File: config.mk
export PLATFORM = sky130hd
export DESIGN_NAME = vc_buffer
export DESIGN_NICKNAME = d
export VERILOG_FILES = /design/src/rtl/vc_buffer.sv
export SDC_FILE = /design/constraint.sdc
export NUM_CORES = 1
export LEC_CHECK = 0
export BUFFER_PORTS_ARGS = -buffer_cell sky130_fd_sc_hd__buf_2
export CORE_MARGIN = 1
export CORE_UTILIZATION = 60
export CTS_CLUSTER_DIAMETER = 120
export DETAILED_ROUTE_END_ITERATION = 10
export PLACE_DENSITY = 0.79
export SLEW_MARGIN = 10
export SYNTH_ARGS = -nofsm -noshare
export SYNTH_HDL_FRONTEND = slang
export SYNTH_SLANG_ARGS = --single-unit
File: constraint.sdc
create_clock -name clk -period 2.9 [get_ports clk]
set_input_delay 0.29 -clock clk [delete_from_list [all_inputs] [get_ports clk]]
set_output_delay 0.29 -clock clk [all_outputs]
set_load 0.02 [all_outputs]
File: src/rtl/vc_buffer.sv
`default_nettype none
// ============================================================================
// Module      : vc_buffer
// Description : Multi-virtual-channel router input buffer. NUM_VC independent
//               FIFOs of DEPTH packets share one write port and one
//               first-word-fall-through read port. Provides per-VC occupancy,
//               full/empty/almost-full flags, and overflow/underflow pulses.
// Revision    : 1.0 - initial release
// ============================================================================
module vc_buffer #(
  parameter  int PAC_WIDTH = 64,
  parameter  int DEPTH     = 4,
  parameter  int NUM_VC    = 2,
  localparam int VC_W      = $clog2(NUM_VC),
  localparam int CNT_W     = $clog2(DEPTH + 1)
) (
  input  logic                      clk,
  input  logic                      reset,
  input  logic                      wen,
  input  logic [VC_W-1:0]           wvc,
  input  logic [PAC_WIDTH-1:0]      d_in,
  input  logic                      ren,
  input  logic [VC_W-1:0]           rvc,
  output logic [PAC_WIDTH-1:0]      d_out,
  output logic [NUM_VC-1:0]         full,
  output logic [NUM_VC-1:0]         empty,
  output logic [NUM_VC-1:0]         almost_full,
  output logic [NUM_VC*CNT_W-1:0]   count,
  output logic                      wr_err,
  output logic                      rd_err
);

  localparam int PTR_W = $clog2(DEPTH);

  logic [PAC_WIDTH-1:0] r_mem  [NUM_VC][DEPTH];
  logic [PTR_W-1:0]     r_wptr [NUM_VC];
  logic [PTR_W-1:0]     r_rptr [NUM_VC];
  logic [CNT_W-1:0]     r_cnt  [NUM_VC];
  logic                 r_wr_err;
  logic                 r_rd_err;

  logic [NUM_VC-1:0]    w_full;
  logic [NUM_VC-1:0]    w_empty;
  logic [NUM_VC-1:0]    w_af;
  logic [NUM_VC-1:0]    w_wr_hit;
  logic [NUM_VC-1:0]    w_rd_hit;
  logic                 w_renq;
  logic                 w_wenq;

  // Per-VC flag decode from the registered counts, plus per-VC hit strobes
  generate
    for (genvar v = 0; v < NUM_VC; v++) begin : g_vc
      assign w_full[v]   = (r_cnt[v] == CNT_W'(DEPTH));
      assign w_empty[v]  = (r_cnt[v] == '0);
      assign w_af[v]     = (r_cnt[v] >= CNT_W'(DEPTH - 1));
      assign w_wr_hit[v] = w_wenq & (wvc == VC_W'(v));
      assign w_rd_hit[v] = w_renq & (rvc == VC_W'(v));
      assign count[v*CNT_W +: CNT_W] = r_cnt[v];
    end
  endgenerate

  // Request qualification: a write to a full VC is allowed only when the
  // same edge also pops that VC, freeing the slot being written.
  always_comb begin
    w_renq = ren & ~w_empty[rvc];
    w_wenq = wen & (~w_full[wvc] | (w_renq & (wvc == rvc)));
  end

  // First-word fall-through: head of the selected VC, stale when empty
  assign d_out       = r_mem[rvc][r_rptr[rvc]];
  assign full        = w_full;
  assign empty       = w_empty;
  assign almost_full = w_af;
  assign wr_err      = r_wr_err;
  assign rd_err      = r_rd_err;

  // Storage, pointers, occupancy and error pulses
  always_ff @(posedge clk or negedge reset) begin
    if (!reset) begin
      for (int v = 0; v < NUM_VC; v++) begin
        for (int e = 0; e < DEPTH; e++) begin
          r_mem[v][e] <= '0;
        end
        r_wptr[v] <= '0;
        r_rptr[v] <= '0;
        r_cnt[v]  <= '0;
      end
      r_wr_err <= 1'b0;
      r_rd_err <= 1'b0;
    end else begin
      for (int v = 0; v < NUM_VC; v++) begin
        if (w_wr_hit[v]) begin
          r_mem[v][r_wptr[v]] <= d_in;
          r_wptr[v]           <= r_wptr[v] + PTR_W'(1);
        end
        if (w_rd_hit[v]) begin
          r_rptr[v] <= r_rptr[v] + PTR_W'(1);
        end
        // Simultaneous push and pop on one VC leaves its occupancy unchanged
        if (w_wr_hit[v] && !w_rd_hit[v]) begin
          r_cnt[v] <= r_cnt[v] + CNT_W'(1);
        end else if (!w_wr_hit[v] && w_rd_hit[v]) begin
          r_cnt[v] <= r_cnt[v] - CNT_W'(1);
        end
      end
      r_wr_err <= wen & ~w_wenq;
      r_rd_err <= ren & ~w_renq;
    end
  end

endmodule
`default_nettype wire

==> metrics.txt, run 1 <==
worst hold path depth 2; post-route ant nets 0; clock root cell clkbuf_16; Async SR Flop Fraction between 90% and 100%; Core Rows around 70; pwr/cell area around 1200 nW/um^2; Post-synth EDFFs 0; Seq cells post-synth between 500 and 600; most common cell in the netlist dfrtp_1; clk buf depth 3; share of layout cells above drive strength 1 approximately 47%; largest net degree at the start of global routing 85; Tmin final between 2000 and 3000 ps; data arrival time of the critical path between 2000 and 2500 ps; Setup Skew between 10 and 15 ps; Sequential Area between 10000 and 15000 sq um; initial antenna violation count 13; core footprint roughly 39000 sq um; I/O pin total ~150; 1st-pass router iterations 5; total number of vias between 10000 and 15000; Peak VDD IR ~0.00069 V; crit path capture type primary output; # DRC 0; dpl cells 2146; drt total wl ~52000 um; CTS tree done; post_cts resized 0; gr usage total between 20 and 30%; post-synth cell types 32; Sink Count roughly 530; first-pass GRT wire length between 80000 and 90000 um; HP Class input port to flop; worst r2r path cells 8; r2r setup slk around 480 ps; Seq/Total Area, Yosys approximately 55%; CTS Buf Count between 50 and 60; Synth top area share 55.2%; routed vias/inst between 6 and 7; clock-pin transition on the worst setup and hold timing paths about 60 ps; Worst Min Path Start d_in[21]; routed len/inst roughly 23 um; # nets final about 1800; RR Endpoint count[1]; RSZ-0062 raised after global routing false; RD Place Congestion 0.743; Synth Cell Area 24000 sq um; final setup fails 0; P&R area growth vs syn 13.5%; die area 40700 sq um; Worst EP required roughly 2600 ps; hpwl dp 30900 um; fin crit share 92.4%; Final Max Tran Viols 0; Die Y about 200 um; most frequent cells after synthesis dfrtp_1 (528), mux2_2 (455), mux2i_1 (129); Worst Hold End r_mem[405]; Final Util 69.7%; Area contributors post-synth dfrtp_1 (55%), mux2_2 (21%), mux4_2 (6.0%); Max Cap Viol 0; worst skew pair latency roughly 590 ps; status finished, final reports clean; Leak Pwr roughly 12 nW; syn avg cell area roughly 16 sq um; Initial Util 61.4%; Yosys warning total 0; Fmax approximately 0.37 GHz; Detailed Route Iter0 Violations ~820; H-tree levels 2; Post-synth top flop dfrtp_1; die width ~200 um; vias in the first global route 15000; syn_nets between 1500 and 2000; worst slew pin tran about 650 ps; final hold viol count 0; CP Launch Type flop; Congestion Overflow GR 0; crit path max fanout 19; FILL cells between 2000 and 3000; setup TNS 0 ps; IO Port Bufs ~150; non-filler cells, final 2249; Rel. slew slack a little under three fifths; Multi-input gate area slightly above 10000 sq um; RR Startpoint count[0]; instance count of the mapped netlist approximately 1500; largest area contributor in the netlist dfrtp_1; kind of critical path flop to primary output
==> per-layer routing <==
metal / part of all wire [%] / track usage [%]
met5: 0.13 / 0
met4: 2.2 / 7.82
met3: 4.4 / 5.35
met2: 48 / 43.2
met1: 45 / 37.8
==> where the power goes <==
group | total [W] | internal [W] | switching [W]
combinational | 0.0127 | 0.00681 | 0.00588
clock | 0.00662 | 0.00383 | 0.00279
sequential | 0.0131 | 0.0111 | 0.00204
==> placed cells by master, fill, tap and decap left out, types with 2 or more instances in the layout <==
cell,instances
buf_12,25
clkbuf_1,10
clkinv_2,12
clkbuf_8,9
nand2_1,3
buf_4,24
inv_1,10
ha_1,10
buf_2,146
clkinvlp_4,4
mux4_2,64
diode_2,6
a31oi_4,4
clkbuf_16,53
mux2_2,455
bufinv_16,3
dfrtp_1,525
o311ai_4,4
nor2_1,2
o221ai_1,64
nor2b_1,2
fa_1,2
mux2_1,61
dlygate4sd3_1,3
dfrtp_4,2
nand3_1,7
a21o_1,2
or3_1,3
xor2_1,4
nand2b_1,64
xnor2_1,8
mux2i_1,129
==> per-stage QoR <==
stage               instance area (sq um)  power [W]  setup WS [ps]  hold WS (ps)
finish                              27200     0.0325            221          21.9
floorplan                           24000     0.0221            310         -5.59
CTS                                 27200     0.0327            166         0.196
global route                        27200     0.0343           83.5          21.3
detailed placement                  25400     0.0259            319           294
global placement                    25400     0.0252            427           294
==> how the worst max path moves through the flow <==
stage	startpoint	end	slack, ps	cells past startpoint
3_3_place_gp	rvc	count[5]	430	9
2_1_floorplan	count[0]	count[1]	310	8
4_1_cts	r_rptr[2]	d_out[57]	170	5
6_report	r_rptr[2]	d_out[27]	220	5
3_5_place_dp	rvc	count[5]	320	9
5_1_grt	r_rptr[2]	d_out[57]	80	5
==> cells by family (layout without fill, tap and decap cells) <==
group | count (synthesis) | in the layout | synth area share, %
xor gates and xnor gates | 12 | 12 | 0.439
other | 0 | 6 | 0
and+or+nand+nor | 87 | 87 | 2.21
adders and majority gates | 12 | 12 | 0.689
AOI/OAI and AO/OA | 77 | 77 | 3.14
buffers and inverters | 113 | 300 | 2.71
DFF | 528 | 528 | 55.2
muxes | 709 | 709 | 35.7
==> registers in the layout, summed over array words and instances, names as in the netlist <==
name	count
r_rptr	4
wr_err	1
r_mem	512
r_wptr	4
rd_err	1
count	6
==> area by class of cell <==
type | instances | area share (%)
sequential | 528 | 48.6
multi-input combinational | 897 | 37.3
clock buffer | 72 | 5.47
timing repair buffer | 199 | 5.36
tap | 518 | 2.38
clock inverter | 19 | 0.663
inverter | 10 | 0.138
antenna | 6 | 0.0552
==> what timing repair did <==
item	CTS	global route
hold buffers	3	0
setup endpoints to repair	20	0
endpoints found under the hold margin	60	0
setup buffers	3	0
==> worst max-delay path, cell delays in order, from the launching register on <==
cell	delay, ps
dfrtp_4	510
buf_12	230
mux4_2	530
nand2b_1	120
o221ai_1	180
buf_2	230
Note: power is estimated with default switching activity, not from simulation.
==> run 2, diff against run 1 <==
--- a/config.mk
+++ b/config.mk
@@ -7,10 +7,11 @@
 export LEC_CHECK = 0
 export BUFFER_PORTS_ARGS = -buffer_cell sky130_fd_sc_hd__buf_2
 export CORE_MARGIN = 1
-export CORE_UTILIZATION = 60
+export CORE_UTILIZATION = 61
 export CTS_CLUSTER_DIAMETER = 120
 export DETAILED_ROUTE_END_ITERATION = 10
-export PLACE_DENSITY = 0.79
+export GPL_ROUTABILITY_DRIVEN = 0
+export PLACE_DENSITY = 0.8
 export SLEW_MARGIN = 10
 export SYNTH_ARGS = -nofsm -noshare
 export SYNTH_HDL_FRONTEND = slang
==> metrics.txt, run 2 (synthesized netlist as in run 1, its figures left out) <==
post-placement cell area between 20000 and 30000 sq um; worst r2r path cells 7; r2r setup slk around 220 ps; data arrival time of the critical path approximately 2500 ps; clock-pin transition on the worst setup and hold timing paths roughly 60 ps; Final Max Tran Viols 0; clk buf depth 3; post-route ant nets 0; 1st-pass router iterations 4; kind of critical path flop to primary output; hpwl dp ~31000 um; I/O pin total about 150; share of layout cells above drive strength 1 between 40% and 50%; P&R area growth vs syn 13.4%; final setup fails 0; clock root cell clkbuf_16; CP Launch Type flop; crit path capture type primary output; internal power between 0.02 and 0.025 W; routed vias/inst between 6 and 7; Clock Power Share between 20% and 30%; Core Rows a little over 70; Slowest-stage cell, CP mux4_2; Congestion Overflow GR 0; RSZ-0062 raised after global routing false; Leak Pwr 12.0 nW; H-tree levels 2; Worst EP required ~2600 ps; largest stage delay on the critical path between 500 and 600 ps; sequential share of power around 41%; # DRC 0; worst slew pin tran around 640 ps; routed len/inst 23.1 um; CTS tree done; final hold viol count 0; setup TNS 0 ps; total number of vias about 14000; initial antenna violation count 5; Sink Count 528; FILL cells 2604; postcts setup bufs 0; final instance area about 27000 sq um; switching share of power 32.8%; HP Class input port to flop; RR Startpoint count[0]; Sw Pwr about 0.011 W; Initial Util approximately three fifths; first-pass GRT wire length 85300 um; non-filler cells, final about 2200; Logic pwr share 38.7%; max FFs per register about 510; Die Y 200 um; Hold WS around 24 ps; IO Port Bufs 147; most flop-heavy register r_mem; worst hold path depth 2; dpl cells roughly 2100; Worst Min Path Start d_in[34]; Peak VDD IR 0.000608 V; Fmax roughly 0.36 GHz; # nets final between 1500 and 2000; Worst Hold End r_mem[418]; crit path max fanout 22; die width around 200 um; Detailed Route Iter0 Violations 841; Max Cap Viol 0; fin crit share 95.3%; total chip power 0.0323 W; gr usage total between 20 and 30%; RR Endpoint count[1]; Rel. slew slack between 50% and 60%; vias in the first global route 15400; largest net degree at the start of global routing between 70 and 80; worst skew pair latency between 500 and 600 ps; status finished, final reports clean; core footprint ~39000 sq um; pwr/cell area 1190 nW/um^2; Tmin final 2760 ps; Setup Skew 8.88 ps; most frequent cells in the layout dfrtp_1 (525), mux2_2 (455), buf_2 (146), mux2i_1 (129); CTS Buf Count 53; commonest non-fill, non-tap cell in the layout dfrtp_1; drt total wl approximately 52000 um; die area 40100 sq um; Cell Chain, Critical Path buf_4 -> mux4_2 -> nand2b_1 -> o221ai_1 -> buf_2
[run 2: cell types whose count changed in the layout (fill, tap and decap cells not counted), sizes merged]
cell,before,now
clkbuf,72,79
clkinv,12,8
clkinvlp,4,0
dlygate4sd3,3,4
[run 2: power by group through the flow]
| stage | clock, W | combinational, W | sequential (W) |
|---|---|---|---|
| floorplan | 0 | 0.00961 | 0.0125 |
| global placement | 0 | 0.0122 | 0.0129 |
| detailed placement | 0 | 0.0126 | 0.0133 |
| CTS | 0.00677 | 0.0127 | 0.0132 |
| global route | 0.00706 | 0.0135 | 0.0136 |
| finish | 0.00662 | 0.0125 | 0.0132 |
[run 2: routing by layer]
metal,global-route usage [%],up-vias,routed length (um)
li1,-,6018,-
met1,36.6,7420,22900
met2,44.1,269,25300
met3,5.14,107,2180
met4,8.68,2,1540
met5,0,-,13
[run 2: worst max path at each step]
stage,cells past startpoint,slack [ps],startpoint,endpoint
after floorplan,8,310,count[0],count[1]
after global placement,7,430,count[0],count[1]
after detailed placement,7,280,count[0],count[1]
after CTS,5,90,r_rptr[2],d_out[33]
after global routing,5,20,r_rptr[2],d_out[25]
final,5,140,r_rptr[2],d_out[24]
[run 2: metrics by stage]
| stage | utilization [%] | worst slack (ps) |
|---|---|---|
| 3_5_place_dp | 65.9 | 284 |
| 2_1_floorplan | - | 310 |
| 6_report | 70.3 | 136 |
| 3_3_place_gp | 65.9 | 433 |
| 4_1_cts | 70.3 | 94.7 |
| 5_1_grt | 70.3 | 17.2 |
[run 2: final cells by class]
cell class	count	area, sq um	share of cell area [%]
flip-flops and latches	528	13200	48.7
multi-input cells	897	10100	37.3
clock buffers	79	1530	5.64
repair buffers	200	1450	5.35
well taps	518	648	2.39
clock inverters	11	130	0.479
inverters	10	37.5	0.138
diodes	6	15.0	0.0553
[run 2: critical path, delay by kind of cell (launching register included)]
kind	cells	cell delay, ps
AO/OA/AOI/OAI	1	130
buffers and inverters	2	600
flip-flops	1	420
AND/OR/NAND/NOR	1	140
multiplexers	1	570
[run 2: what timing repair did]
action	4_1_cts	5_1_grt
hold buffers	4	0
resized for setup	0	0
endpoints found under the hold margin	65	0
==> run 3, diff against run 2 <==
--- a/config.mk
+++ b/config.mk
@@ -7,11 +7,11 @@
 export LEC_CHECK = 0
 export BUFFER_PORTS_ARGS = -buffer_cell sky130_fd_sc_hd__buf_2
 export CORE_MARGIN = 1
-export CORE_UTILIZATION = 61
+export CORE_UTILIZATION = 45
 export CTS_CLUSTER_DIAMETER = 120
 export DETAILED_ROUTE_END_ITERATION = 10
 export GPL_ROUTABILITY_DRIVEN = 0
-export PLACE_DENSITY = 0.8
+export PLACE_DENSITY = 0.62
 export SLEW_MARGIN = 10
 export SYNTH_ARGS = -nofsm -noshare
 export SYNTH_HDL_FRONTEND = slang
==> metrics.txt, run 3 (synthesized netlist as in run 1, its figures left out) <==
largest stage delay on the critical path just over 600 ps; Final Max Tran Viols 0; IO Port Bufs 147; Rel. slew slack 54.1%; worst slew pin tran around 700 ps; Worst Hold End r_mem[439]; first-pass GRT wire length roughly 90000 um; CTS Buf Count 56; status finished, final reports clean; Fmax around 0.36 GHz; die width between 200 and 250 um; most flop-heavy register r_mem; P&R area growth vs syn 16.9%; DR WL met3 roughly 1700 um; commonest non-fill, non-tap cell in the layout dfrtp_1; most frequent cells in the layout dfrtp_1 (525), mux2_2 (455), buf_2 (146), mux2i_1 (129); clk buf depth 3; CTS tree done; worst hold path depth 2; I/O pin total ~150; Congestion Overflow GR 0; crit path capture type primary output; fin crit share a little over nine tenths; Inserted Diodes 0; routed len/inst between 20 and 25 um; Worst EP required 2610 ps; RR Startpoint count[0]; largest net degree at the start of global routing 81; post-route ant nets 0; routed length on met2 between 20000 and 30000 um; core footprint approximately 53000 sq um; Initial Util around 46%; final instance area around 28000 sq um; Core Rows 84; kind of critical path flop to primary output; crit-path leading delay family buffers and inverters; Worst Min Path Start d_in[55]; HP Class input port to flop; gr usage total a little over a fifth; crit path max fanout 17; pwr/cell area roughly 1200 nW/um^2; Detailed Route Iter0 Violations about 610; setup TNS 0 ps; RSZ-0062 raised after global routing false; clock-pin transition on the worst setup and hold timing paths 60 ps; Peak VDD IR 0.000627 V; vias in the first global route ~15000; CP Launch Type flop; hpwl dp ~33000 um; total number of vias 13700; initial antenna violation count 4; routed length on met1 ~25000 um; drt total wl roughly 54000 um; Top Metal Used met5; # DRC 0; Die Y 233 um; clock root cell clkbuf_16; worst skew pair latency 600 ps; post-placement cell area about 26000 sq um; Tmin final between 2000 and 3000 ps; Slowest-stage cell, CP dfrtp_4; final hold viol count 0; worst r2r path cells 7; max FFs per register between 500 and 600; Max Cap Viol 0; Leak Pwr ~12 nW; data arrival time of the critical path between 2000 and 2500 ps; 1st-pass router iterations 4; Sink Count around 530; Setup Skew 15.3 ps; routed vias/inst 5.55; RR Endpoint count[1]; r2r setup slk roughly 400 ps; die area about 54000 sq um; Buf+Inv Stages, Crit Path 2; final setup fails 0; share of layout cells above drive strength 1 around 46%; Cell Chain, Critical Path buf_4 -> mux4_2 -> nand2b_1 -> o221ai_1 -> buf_2; H-tree levels 2; # nets final roughly 1800
## run 3: cell types whose count changed in the layout (fill, tap and decap cells not counted), moves of 2 or more
cell,before,now
clkbuf_1,15,13
buf_12,24,26
diode_2,6,0
clkbuf_16,53,57
clkbuf_8,11,13
dlygate4sd3_1,4,44
buf_4,25,36
inv_6,0,2
## run 3: metal layers
layer  vias up  global-route usage [%]
met5         -                       0
met4         8                    6.03
met3        86                    3.14
met2       190                    35.4
met1      7303                    28.4
li1       6130                       -
## run 3: final cells by class
class	count	area [sq um]
Clock buffer	83	1650
Tap cell	688	861
Sequential cell	528	13200
Fill cell	4401	24500
Multi-Input combinational cell	897	10100
Clock inverter	12	118
Timing Repair Buffer	253	1980
Inverter	10	37.5
## run 3: power breakdown
part           total [W]  leakage (nW)  switching [W]  internal (W)
Sequential        0.0131          6.34        0.00197        0.0111
Clock            0.00693         0.880        0.00285       0.00408
Combinational     0.0127          5.05        0.00584       0.00687
Total             0.0327          12.3         0.0107        0.0221
## run 3: metrics by stage
step	hold WS [ps]	total power [W]	std cells	utilization, %	setup slack [ps]
after floorplan	-5.59	0.0221	1538	-	310
final	33.0	0.0327	2471	53.3	126
after detailed placement	345	0.0260	2328	49.0	408
after global placement	353	0.0255	2328	49.0	418
after CTS	2.51	0.0332	2471	53.3	106
after global routing	25.0	0.0348	2471	53.3	85.3
## run 3: how the worst max path moves through the flow
stage               cells past startpoint  startpoint   endpoint  slack (ps)
finish                                  5   r_rptr[3]  d_out[40]         130
detailed placement                      7    count[0]   count[1]         410
floorplan                               8    count[0]   count[1]         310
global route                            6   r_rptr[2]   d_out[1]          90
CTS                                     6   r_rptr[2]   d_out[1]         110
global placement                        7    count[0]   count[1]         420
## run 3: timing repair
item / in CTS / in global routing
setup endpoints to repair: 11 / 0
setup buffers: 4 / 0
hold buffers: 44 / 0
gates resized for setup: 0 / 0
endpoints found under the hold margin: 239 / 0
